===== src/rtl/uoram_req_arbiter.sv =====
// Round-robin arbiter sharing one unified-ORAM frontend command/data/return port among NumReq
// requesters. Define UORAM_ARB_FIXED_PRIO_EN for fixed lowest-index-wins priority.
module uoram_req_arbiter #(
    parameter int unsigned NumReq            = 2,
    parameter int unsigned ORAMU             = 32,
    parameter int unsigned FEDWidth          = 64,
    parameter int unsigned BlkSize_FEDChunks = 8,
    parameter int unsigned TagDepth          = 4
) (
    input  logic                       Clock,
    input  logic                       Reset,
    input  logic [NumReq-1:0]          ReqCmdValid,
    output logic [NumReq-1:0]          ReqCmdReady,
    input  logic [2*NumReq-1:0]        ReqCmd,
    input  logic [ORAMU*NumReq-1:0]    ReqAddr,
    input  logic [NumReq-1:0]          ReqDataValid,
    output logic [NumReq-1:0]          ReqDataReady,
    input  logic [FEDWidth*NumReq-1:0] ReqData,
    output logic [NumReq-1:0]          ReqRetValid,
    input  logic [NumReq-1:0]          ReqRetReady,
    output logic [FEDWidth-1:0]        ReqRetData,
    output logic                       CmdInValid,
    input  logic                       CmdInReady,
    output logic [1:0]                 CmdIn,
    output logic [ORAMU-1:0]           ProgAddrIn,
    output logic                       DataInValid,
    input  logic                       DataInReady,
    output logic [FEDWidth-1:0]        DataIn,
    input  logic                       ReturnDataValid,
    output logic                       ReturnDataReady,
    input  logic [FEDWidth-1:0]        ReturnData,
    output logic                       ArbError
);
    localparam int unsigned IdW   = (NumReq > 1) ? $clog2(NumReq) : 1;
    localparam int unsigned BeatW = $clog2(BlkSize_FEDChunks) + 1;
    localparam int unsigned PtrW  = $clog2(TagDepth);
    localparam int unsigned CntW  = PtrW + 1;
    localparam logic [BeatW-1:0] LastBeat = BeatW'(BlkSize_FEDChunks - 1);

    localparam logic [1:0] BECMD_Update = 2'd0;
    localparam logic [1:0] BECMD_Append = 2'd1;

    localparam logic [1:0] StIdle = 2'd0;
    localparam logic [1:0] StCmd  = 2'd1;
    localparam logic [1:0] StData = 2'd2;

    logic [1:0]       state_q, state_d;
    logic [IdW-1:0]   owner_q, owner_d, last_q, last_d, winner;
    logic [1:0]       cmd_q, cmd_d, sel_cmd;
    logic [ORAMU-1:0] addr_q, addr_d, sel_addr;
    logic [BeatW-1:0] beat_q, beat_d, ret_cnt_q, ret_cnt_d;
    logic [PtrW-1:0]  wr_ptr_q, rd_ptr_q;
    logic [CntW-1:0]  count_q, count_d;
    logic             full_q, err_q, run_q;
    logic [IdW-1:0]   tag_mem_q [TagDepth];
    logic [IdW-1:0]   head;
    logic             grant, push, pop, empty, ret_hs;

    // run_q keeps every combinational handshake output at 0 while in reset.
    assign grant      = run_q && (state_q == StIdle) && (|ReqCmdValid) && !full_q;
    assign empty      = (count_q == '0);
    assign head       = tag_mem_q[rd_ptr_q];
    assign ret_hs     = run_q && !empty && ReturnDataValid && ReturnDataReady;
    assign pop        = ret_hs && (ret_cnt_q == LastBeat);
    assign CmdInValid = (state_q == StCmd);
    assign CmdIn      = cmd_q;
    assign ProgAddrIn = addr_q;
    assign ArbError   = err_q;
    assign ReqRetData = ReturnData;

`ifdef UORAM_ARB_FIXED_PRIO_EN
    always_comb begin
        winner = '0;
        for (int i = NumReq - 1; i >= 0; i--) begin
            if (ReqCmdValid[i]) winner = IdW'(i);
        end
    end
`else
    logic found;
    int   rr_idx;
    always_comb begin
        winner = '0;
        found  = 1'b0;
        rr_idx = 0;
        for (int i = 0; i < int'(NumReq); i++) begin
            rr_idx = int'(last_q) + 1 + i;
            if (rr_idx >= int'(NumReq)) rr_idx = rr_idx - int'(NumReq);
            for (int j = 0; j < int'(NumReq); j++) begin
                if (!found && (j == rr_idx) && ReqCmdValid[j]) begin
                    found  = 1'b1;
                    winner = IdW'(j);
                end
            end
        end
    end
`endif

    always_comb begin
        sel_cmd      = '0;
        sel_addr     = '0;
        ReqCmdReady  = '0;
        DataInValid  = 1'b0;
        ReqDataReady = '0;
        DataIn       = '0;
        for (int i = 0; i < int'(NumReq); i++) begin
            if (winner == IdW'(i)) begin
                sel_cmd        = ReqCmd[2*i +: 2];
                sel_addr       = ReqAddr[ORAMU*i +: ORAMU];
                ReqCmdReady[i] = grant;
            end
            if ((state_q == StData) && (owner_q == IdW'(i))) begin
                DataInValid     = ReqDataValid[i];
                ReqDataReady[i] = DataInReady;
                DataIn          = ReqData[FEDWidth*i +: FEDWidth];
            end
        end
    end

    // Return path: head tag steers valid; with no tag outstanding the beat is sunk.
    always_comb begin
        ReqRetValid     = '0;
        ReturnDataReady = 1'b0;
        if (run_q) begin
            if (empty) begin
                ReturnDataReady = 1'b1;
            end else begin
                for (int i = 0; i < int'(NumReq); i++) begin
                    if (head == IdW'(i)) begin
                        ReqRetValid[i]  = ReturnDataValid;
                        ReturnDataReady = ReqRetReady[i];
                    end
                end
            end
        end
    end

    always_comb begin
        state_d = state_q;
        owner_d = owner_q;
        last_d  = last_q;
        cmd_d   = cmd_q;
        addr_d  = addr_q;
        beat_d  = beat_q;
        push    = 1'b0;
        unique case (state_q)
            StIdle: begin
                if (grant) begin
                    owner_d = winner;
                    last_d  = winner;
                    cmd_d   = sel_cmd;
                    addr_d  = sel_addr;
                    state_d = StCmd;
                end
            end
            StCmd: begin
                if (CmdInReady) begin
                    if ((cmd_q == BECMD_Update) || (cmd_q == BECMD_Append)) begin
                        beat_d  = '0;
                        state_d = StData;
                    end else begin
                        push    = 1'b1;
                        state_d = StIdle;
                    end
                end
            end
            StData: begin
                if (DataInValid && DataInReady) begin
                    if (beat_q == LastBeat) begin
                        beat_d  = '0;
                        state_d = StIdle;
                    end else begin
                        beat_d = beat_q + 1'b1;
                    end
                end
            end
            default: state_d = StIdle;
        endcase

        ret_cnt_d = ret_cnt_q;
        if (ret_hs) ret_cnt_d = pop ? '0 : ret_cnt_q + 1'b1;

        count_d = count_q;
        if (push && !pop)      count_d = count_q + 1'b1;
        else if (pop && !push) count_d = count_q - 1'b1;
    end

    always_ff @(posedge Clock or negedge Reset) begin
        if (!Reset) begin
            run_q     <= 1'b0;
            state_q   <= StIdle;
            owner_q   <= '0;
            last_q    <= IdW'(NumReq - 1);
            cmd_q     <= '0;
            addr_q    <= '0;
            beat_q    <= '0;
            ret_cnt_q <= '0;
            wr_ptr_q  <= '0;
            rd_ptr_q  <= '0;
            count_q   <= '0;
            full_q    <= 1'b0;
            err_q     <= 1'b0;
        end else begin
            run_q     <= 1'b1;
            state_q   <= state_d;
            owner_q   <= owner_d;
            last_q    <= last_d;
            cmd_q     <= cmd_d;
            addr_q    <= addr_d;
            beat_q    <= beat_d;
            ret_cnt_q <= ret_cnt_d;
            count_q   <= count_d;
            full_q    <= (count_d == CntW'(TagDepth));
            if (push) wr_ptr_q <= wr_ptr_q + 1'b1;
            if (pop)  rd_ptr_q <= rd_ptr_q + 1'b1;
            if (run_q && empty && ReturnDataValid) err_q <= 1'b1;
        end
    end

    always_ff @(posedge Clock) begin
        if (push) tag_mem_q[wr_ptr_q] <= owner_q;
    end
endmodule

===== config.mk =====
export PLATFORM = sky130hd
export DESIGN_NAME = uoram_req_arbiter
export DESIGN_NICKNAME = d
export VERILOG_FILES = /design/src/rtl/uoram_req_arbiter.sv
export SDC_FILE = /design/constraint.sdc
export NUM_CORES = 1
export LEC_CHECK = 0
export BUFFER_PORTS_ARGS = -buffer_cell sky130_fd_sc_hd__buf_4
export CELL_PAD_IN_SITES_DETAIL_PLACEMENT = 0
export CELL_PAD_IN_SITES_GLOBAL_PLACEMENT = 1
export CORE_AREA = 2 2 173 175
export DETAILED_ROUTE_END_ITERATION = 8
export DIE_AREA = 0 0 175 177
export HOLD_SLACK_MARGIN = 0.05
export PLACE_DENSITY = 0.58
export SYNTH_ARGS = -nofsm -noshare
export SYNTH_HDL_FRONTEND = slang
export SYNTH_SLANG_ARGS = --single-unit

===== constraint.sdc =====
create_clock -name Clock -period 3.85 [get_ports Clock]
set_input_delay 0.77 -clock Clock [delete_from_list [all_inputs] [get_ports Clock]]
set_output_delay 0.77 -clock Clock [all_outputs]
set_load 0.1 [all_outputs]

Word level (Yosys, flattened, before mapping)
Memories as Yosys holds them, arrays and structs flattened.
Index checks and enable logic that the tools add are counted.
- bits in registers: 56
- bits in latches: 0
- memory bits (writable): 4
- bits in read-only memories: 0
- output and inout bits: 172
- word-level logic and storage cells: 123
- memories: 1
- memories (memory ; depth ; bits a word ; read ports ; clocked after Yosys merged registers in ; write ports ; line ; text):
    tag_mem_q ; 4 ; 1 ; 1 ; 0 ; 1 ; 55 ; logic [IdW-1:0] tag_mem_q [TagDepth];
- add/sub/neg operators: 10
- multipliers: 0
- divide/modulo/power cells: 0
- order comparisons: 2
- eq/ne operators: 13
- shift operators: 0
- muxes and demuxes: 44
- bitwise operators: 1
- reduce and logical (&&, ||, !) cells: 39
- operators by type and width (cell ; number):
    $mux 64 ; 2
    $mux 32 ; 3
    $eq 2x32->1 const A ; 2
    $logic_not 32->1 ; 2
    $ge 32x3->1 const B ; 1
    $sub 32x3->32 const B ; 1
    $mux 1 ; 22
    $logic_and 1x1->1 ; 21
    $mux 4 ; 5
    $mux 2 ; 8
    $add 4x1->4 const B ; 2
    $eq 4x3->1 const B ; 2
    $ne 2x1->1 const B ; 4
    $pmux 4 s2 ; 1
    $reduce_and 4->1 ; 2
    $logic_not 1->1 ; 7
    $mux 3 ; 2
    $pmux 2 s3 ; 1
    $add 2x1->2 const B ; 2
    $eq 2x1->1 const B ; 2
    $logic_not 2->1 ; 2
    $sub 3x2->4 const B ; 1
    $add 2x1->3 const B ; 1
    $add 3x1->3 const B ; 1
    12 further kinds ; 12

Longest topological paths before layout
Gate-level depths: netlist (run 1).
- word-level depth: 19
- depth in mapped cells: 7
- gate-level depth less buffers: 7

Worst setup path before layout (run 1)
No wires, ideal clock.
- kind: register to output
- from: register rd_ptr_q[0]
- to: output ReturnDataReady
- data arrival time: 3.395 ns
- path slack: -0.315 ns
- cell stages (with the launch flop): 4
- buffers on the path: 0
- cells stage by stage: dfrtp_1 mux4_2 mux2i_1 a21boi_0
- cells in the longest elaborated chain, start to end: 4
- ends and longest elaborated chain (element ; line ; text):
    from (decl) ; 52 ; logic [PtrW-1:0] wr_ptr_q, rd_ptr_q;
    from (signal assigned) ; 214 ; if (pop) rd_ptr_q <= rd_ptr_q + 1'b1;
    $mem_v2 4x1 ; - ;
    $mux 1 ; 128 ; if (head == IdW'(i)) begin
    $mux 1 ; 124 ; if (empty) begin
    $mux 1 ; 123 ; if (run_q) begin
    to (decl) ; 30 ; output logic ReturnDataReady,
Every way passes these cells.

Worst setup path after layout (run 1)
- from: register state_q[0]
- to: output DataIn[19]
- cells in the longest elaborated chain, start to end: 4
- elaborated cells on any way between the ends: 5
- classes of those cells: eq/ne: 1; mux: 2; reduce/logical: 2
- ends and longest elaborated chain (element ; line ; text):
    from (decl) ; 47 ; logic [1:0] state_q, state_d;
    from (signal assigned) ; 190 ; state_q <= StIdle;
    from (signal assigned) ; 204 ; state_q <= state_d;
    $eq 2x2->1 * ; 111 ; if ((state_q == StData) && (owner_q == IdW'(i))) begin
    $logic_and 1x1->1 ; 111 ;
    $mux 64 ; 111 ;
    $mux 64 * ; 111 ;
    to (decl) ; 28 ; output logic [FEDWidth-1:0] DataIn,
Mark *: on every way between the ends. The rest lies on a longest branch, timed or not.

==> metrics, run 1 <==
Max clock buf depth 2; max-cap violations 0; Final min period 3.001 ns; minimum hold slack 0.4762 ns; Req. time, crit path 3.08 ns; Leak Pwr 3.525 nW; Critical Path Start Type register; commonest cells after routing, fill and taps aside buf_4 (318), mux2i_1 (100), nor2_1 (78); Total Routing Usage GR 11.65%; crit-path max FO 39; Slew headroom 39.72%; fin. max-slew vios 0; skew final 0.006138 ns; Hold Path Cell Cnt 1; Yosys cell types 47; sequential cell area fraction in the yosys report 34.69%; Worst Setup End Kind primary output; Least-Margin Pin Slew 0.9041 ns; DRC 0; IO Port Bufs 314; vias 4092; Final Util 24.20%; kind of critical path reg -> out; first-pass GRT wire length 26660 um; cell count after synthesis 488; Tcrit/Tclk final 77.94%; dpl ws 1.134 ns; Rows 63; outcome completed; area of the die 30980 um2; origin of the critical flop-to-flop path owner_q; later-pin clock latency in the skew report 0.33 ns; NumNets Final 1007; GPL Wtd Cong 0.7012; Root Driver clkbuf_16; clk sinks 60; I/O pin total 443; Syn Nets 768; Avg Cell Area, Syn 8.994 um2; worst reg2reg path depth 7; Die Wd 175 um; grt ovf 0; commonest non-fill, non-tap cell in the layout buf_4; Worst EP arrival 2.23 ns; start point of the critical path state_q[0]; synthesized area 4389 um2; hold_sp beat_q[3]; ys flop type dfrtp_1; HPWL after DPL 15240 um; RSZ-0062 raised after global routing false; wire per inst 16.38 um; flop and latch count out of synthesis 60; hold_buf cts 0; Max Fclk 333.2 MHz; vias in the first global route 4207; Reg clk slew, reported paths 0.05 ns; layout cells sized above 1 48.09%; Yosys Warn Count 0; final setup vio count 0; Tot Pwr 6.560 mW; largest net degree at the start of global routing 70; setup bufs post-CTS 0; Num CTS Buffers 9; setup TNS 0 ns; Synth async-reset ratio 93.33%; Initial Utilization 15.01%; Core ar. 29240 um2; WL final 18380 um; Final Hold Viols 0; Hold Path Class reg -> reg; number of DRC markers in iteration 0 106; 1st-pass router iterations 4; Max IR drop VDD 0.3558 mV; Final ANT Viol Nets 0; CTS tree built; DR vias/cell 3.647; post-cts resize count 0; H-tree lvl count 3; number of antenna violations at the first check in global routing 0; EDFF count, synth 4; final worst slack 0.8492 ns; # diodes 0; Area growth syn-to-layout 61.23%; power density cells 926.9 nW/um2; Die Ht 177 um
## cell families after synthesis
logic type | share of synthesized area [%]
fa+ha+maj | 2.566
mux | 24.43
compound gates | 8.495
buf+inv | 14.05
xor+xnor | 1.197
simple gates | 14.48
flops | 34.69
other cells | 0.08544
## metal layers
metal | part of all wire, % | track usage [%]
met5 | 0 | 0
met2 | 50 | 20.34
met4 | 1.1 | 3.333
met3 | 7.8 | 3.737
met1 | 41 | 13.66
## stage by stage
step	instances	area, um2
after floorplan	488	4394
after global placement	1106	6748
after detailed placement	1106	6748
after CTS	1122	7077
after global routing	1122	7077
final	1122	7077
## final timing paths
kind | end | slack [ns]
hold reg to reg | beat_q[3] | 0.48
setup reg to reg | beat_q[0] | 1.61
setup / recovery | DataIn[19] | 0.85
hold / removal | beat_q[3] | 0.48
max in group asynchronous | owner_q | 2.75
min in group asynchronous | ProgAddrIn[25] | 0.51
## sequential cells by signal, indices dropped and copies added (netlist names)
register	count
rd_ptr_q	2
count_q	3
beat_q	4
ArbError	1
last_q	1
state_q	2
owner_q	1
ProgAddrIn	32
CmdIn	2
full_q	1
run_q	1
ret_cnt_q	4
tag_mem_q	4
wr_ptr_q	2
## critical path, cell delays in order (launching register included)
cell and delay [ns]:
dfrtp_1 0.41, nand2b_2 0.62, buf_12 0.39, nor2_1 0.14, buf_4 0.31
## power breakdown
| group | switching (mW) | leakage [nW] | internal (mW) |
|---|---|---|---|
| Combinational | 3.49 | 2.63 | 1.09 |
| Sequential | 0.179 | 0.732 | 0.912 |
| Clock | 0.291 | 0.159 | 0.601 |
| Total | 3.96 | 3.53 | 2.60 |
## final cells by class
cell class                      instances  area (um2)
Inverter                                7       26.28
Timing Repair Buffer                  320        2427
Tap cell                              390       488.0
Sequential cell                        60        1526
Multi-Input combinational cell        329        2280
Clock inverter                          4       72.57
Fill cell                            3240       22170
Clock buffer                           12       256.5
## synthesized netlist by cell type (all sizes together), types with 2 or more instances
| cell type | count | area share (%) |
|---|---|---|
| nand2b | 6 | 0.86 |
| nand3b | 2 | 0.34 |
| a221oi | 2 | 0.68 |
| nor3b | 2 | 0.34 |
| ha | 9 | 2.6 |
| nor2b | 2 | 0.29 |
| buf | 73 | 12 |
| o21ai | 40 | 4.6 |
| edfxtp | 4 | 2.7 |
| a21oi | 3 | 0.34 |
| nand4 | 4 | 0.57 |
| dfrtp | 55 | 31 |
| nand3 | 2 | 0.23 |
| xnor2 | 5 | 1.0 |
| a21o | 4 | 0.68 |
| inv | 7 | 0.60 |
| nor3 | 2 | 0.34 |
| nor2 | 78 | 6.7 |
| and2 | 4 | 0.57 |
| mux2 | 4 | 1.1 |
| mux2i | 100 | 23 |
| a21boi | 3 | 0.60 |
| nand2 | 42 | 3.6 |
| clkbuf | 19 | 1.6 |
No activity file was read; power rests on OpenSTA's default activity.
==> run 2: changes to the inputs <==
ABC_AREA = 1   (was not set)
CORE_AREA = 2 2 174 176   (was 2 2 173 175)
DIE_AREA = 0 0 176 178   (was 0 0 175 177)
PLACE_DENSITY = 0.6   (was 0.58)
clock period = 3.1 ns   (was 3.85 ns; I/O delays follow)
==> metrics, run 2 <==
outcome completed; I/O pin total 443; Reg clk slew, reported paths 0.06 ns; vias 5004; fin. max-slew vios 0; Yosys cell types 36; Slew headroom 48.29%; commonest non-fill, non-tap cell in the layout buf_4; Core ar. 29400 um2; Tcrit/Tclk final 86.98%; Leak Pwr 3.825 nW; Syn Nets 920; number of DRC markers in iteration 0 211; Total Routing Usage GR 12.45%; NumNets Final 1157; Die Wd 176 um; # diodes 0; max reg flops 32; Worst Setup End Kind primary output; Num CTS Buffers 9; layout cells sized above 1 40.93%; Yosys top cell by area dfrtp_1; cell count after synthesis 640; RSZ-0062 raised after global routing false; crit-path max FO 30; flop and latch count out of synthesis 60; DR vias/cell 3.934; Synth async-reset ratio 93.33%; Max clock buf depth 2; grt ovf 0; Critical Path Start Type register; Req. time, crit path 2.48 ns; Root Driver clkbuf_16; CTS tree built; ys flop type dfrtp_1; Rows 63; Die Ht 178 um; flop2flop setup slack 1.03 ns; Least-Margin Pin Slew 0.7757 ns; largest net degree at the start of global routing 57; number of antenna violations at the first check in global routing 2; setup bufs post-CTS 0; Max Fclk 370.9 MHz; Yosys Warn Count 0; RR Endpoint beat_q[3]; first-pass GRT wire length 29810 um; H-tree lvl count 3; most frequent cells after synthesis nand2_1 (203), nand3_1 (171), buf_4 (68); origin of the critical flop-to-flop path state_q[1]; fill count 3337; GPL Wtd Cong 0.7478; wire per inst 15.81 um; worst reg2reg path depth 10; hold_buf cts 0; Final ANT Viol Nets 0; Hold Path Class in -> async; max-cap violations 0; sequential cell area fraction in the yosys report 34.26%; post-cts resize count 0; DRC 0; kind of critical path reg -> out; vias in the first global route 5055; 1st-pass router iterations 4; later-pin clock latency in the skew report 0.33 ns; final setup vio count 0; area of the die 31330 um2; Final Hold Viols 0; minimum hold slack 0.3699 ns; Max IR drop VDD 0.3852 mV; share of the synthesized area in the top cell type 30.97%; setup TNS 0 ns; synthesized area 4444 um2; Worst EP arrival 2.08 ns; skew final 0.009575 ns; HPWL after DPL 15960 um; clk sinks 60; top cells by area, synth dfrtp_1 (31%), nand3_1 (19%), nand2_1 (17%); Final min period 2.696 ns; IO Port Bufs 314; Initial Utilization 15.12%; commonest cells after routing, fill and taps aside buf_4 (324), nand2_1 (203), nand3_1 (171); WL final 20110 um; most frequent cell after synthesis nand2_1; EDFF count, synth 4; power density cells 1144 nW/um2; Area growth syn-to-layout 60.36%; Avg Cell Area, Syn 6.944 um2
-- run 2: changes by cell type in the layout (fill, tap and decap cells not counted), moves of 4 or more --
cell and delta:
nand2_1 +161, o21ai_0 -28, buf_4 +6, a21o_1 -4
inv_1 +25, nor2_1 -63, and2_1 -4, mux2i_1 -100
inv_2 +5, nand2b_1 -5, nand3_1 +169
-- run 2: worst max-delay path by stage --
stage / from / to / slack (ns) / cells past startpoint
after global routing: state_q[1] / DataIn[0] / 0.21 / 6
final: state_q[1] / DataIn[0] / 0.40 / 6
after detailed placement: state_q[1] / DataIn[0] / 0.70 / 6
after floorplan: count_q[0] / ReqRetValid[0] / 0.19 / 5
after global placement: state_q[1] / DataIn[0] / 0.68 / 6
after CTS: state_q[1] / DataIn[0] / 0.32 / 6
-- run 2: per-layer routing --
layer / part of all wire (%) / up-vias / global-route usage [%]
met5: 0 / - / 0
met4: 1.0 / 0 / 2.376
met3: 9.2 / 17 / 3.964
met2: 48 / 265 / 22.10
met1: 41 / 2239 / 14.81
li1: - / 2483 / -
-- run 2: area by class of cell --
class	instances	area [um2]	area share [%]
clock buffer	13	281.5	3.950
clock inverter	3	65.06	0.9129
inverter	38	142.6	2.001
multi-input combinational	441	2133	29.93
sequential	60	1524	21.38
tap	390	488.0	6.847
timing repair buffer	327	2492	34.97
-- run 2: kinds of logic after synthesis --
| family | after synthesis | synth area share, % |
|---|---|---|
| AND/OR/NAND/NOR | 403 | 40.91 |
| buffers and inverters | 139 | 17.85 |
| flip-flops | 60 | 34.26 |
| other | 1 | 0.08438 |
| adder cells (fa/ha/maj) | 9 | 2.534 |
| XOR/XNOR | 6 | 1.182 |
| AO/OA/AOI/OAI | 22 | 3.181 |
-- run 2: per-stage QoR --
step | std cells | setup slack (ns) | area, um2 | power [mW] | utilization (%)
floorplan | 640 | 0.1926 | 4449 | 6.011 | -
global placement | 1256 | 0.6813 | 6780 | 7.058 | 23.06
detailed placement | 1256 | 0.6960 | 6780 | 7.053 | 23.06
CTS | 1272 | 0.3236 | 7127 | 8.251 | 24.24
global route | 1272 | 0.2074 | 7127 | 8.585 | 24.24
finish | 1272 | 0.4036 | 7127 | 8.151 | 24.24
-- run 2: report_power, final --
part | switching (mW) | total, mW | leakage [nW] | internal, mW
sequential | 0.241 | 1.35 | 0.724 | 1.11
combinational | 4.44 | 5.64 | 2.93 | 1.20
clock | 0.367 | 1.16 | 0.171 | 0.796
total | 5.04 | 8.15 | 3.83 | 3.11
-- run 2: worst max-delay path, cell delays in order, from the launching register on --
cell and delay [ns]:
dfrtp_1 0.43, inv_2 0.06, nor2_4 0.32, buf_4 0.37, nand3_1 0.11, nand2_1 0.14, buf_4 0.32
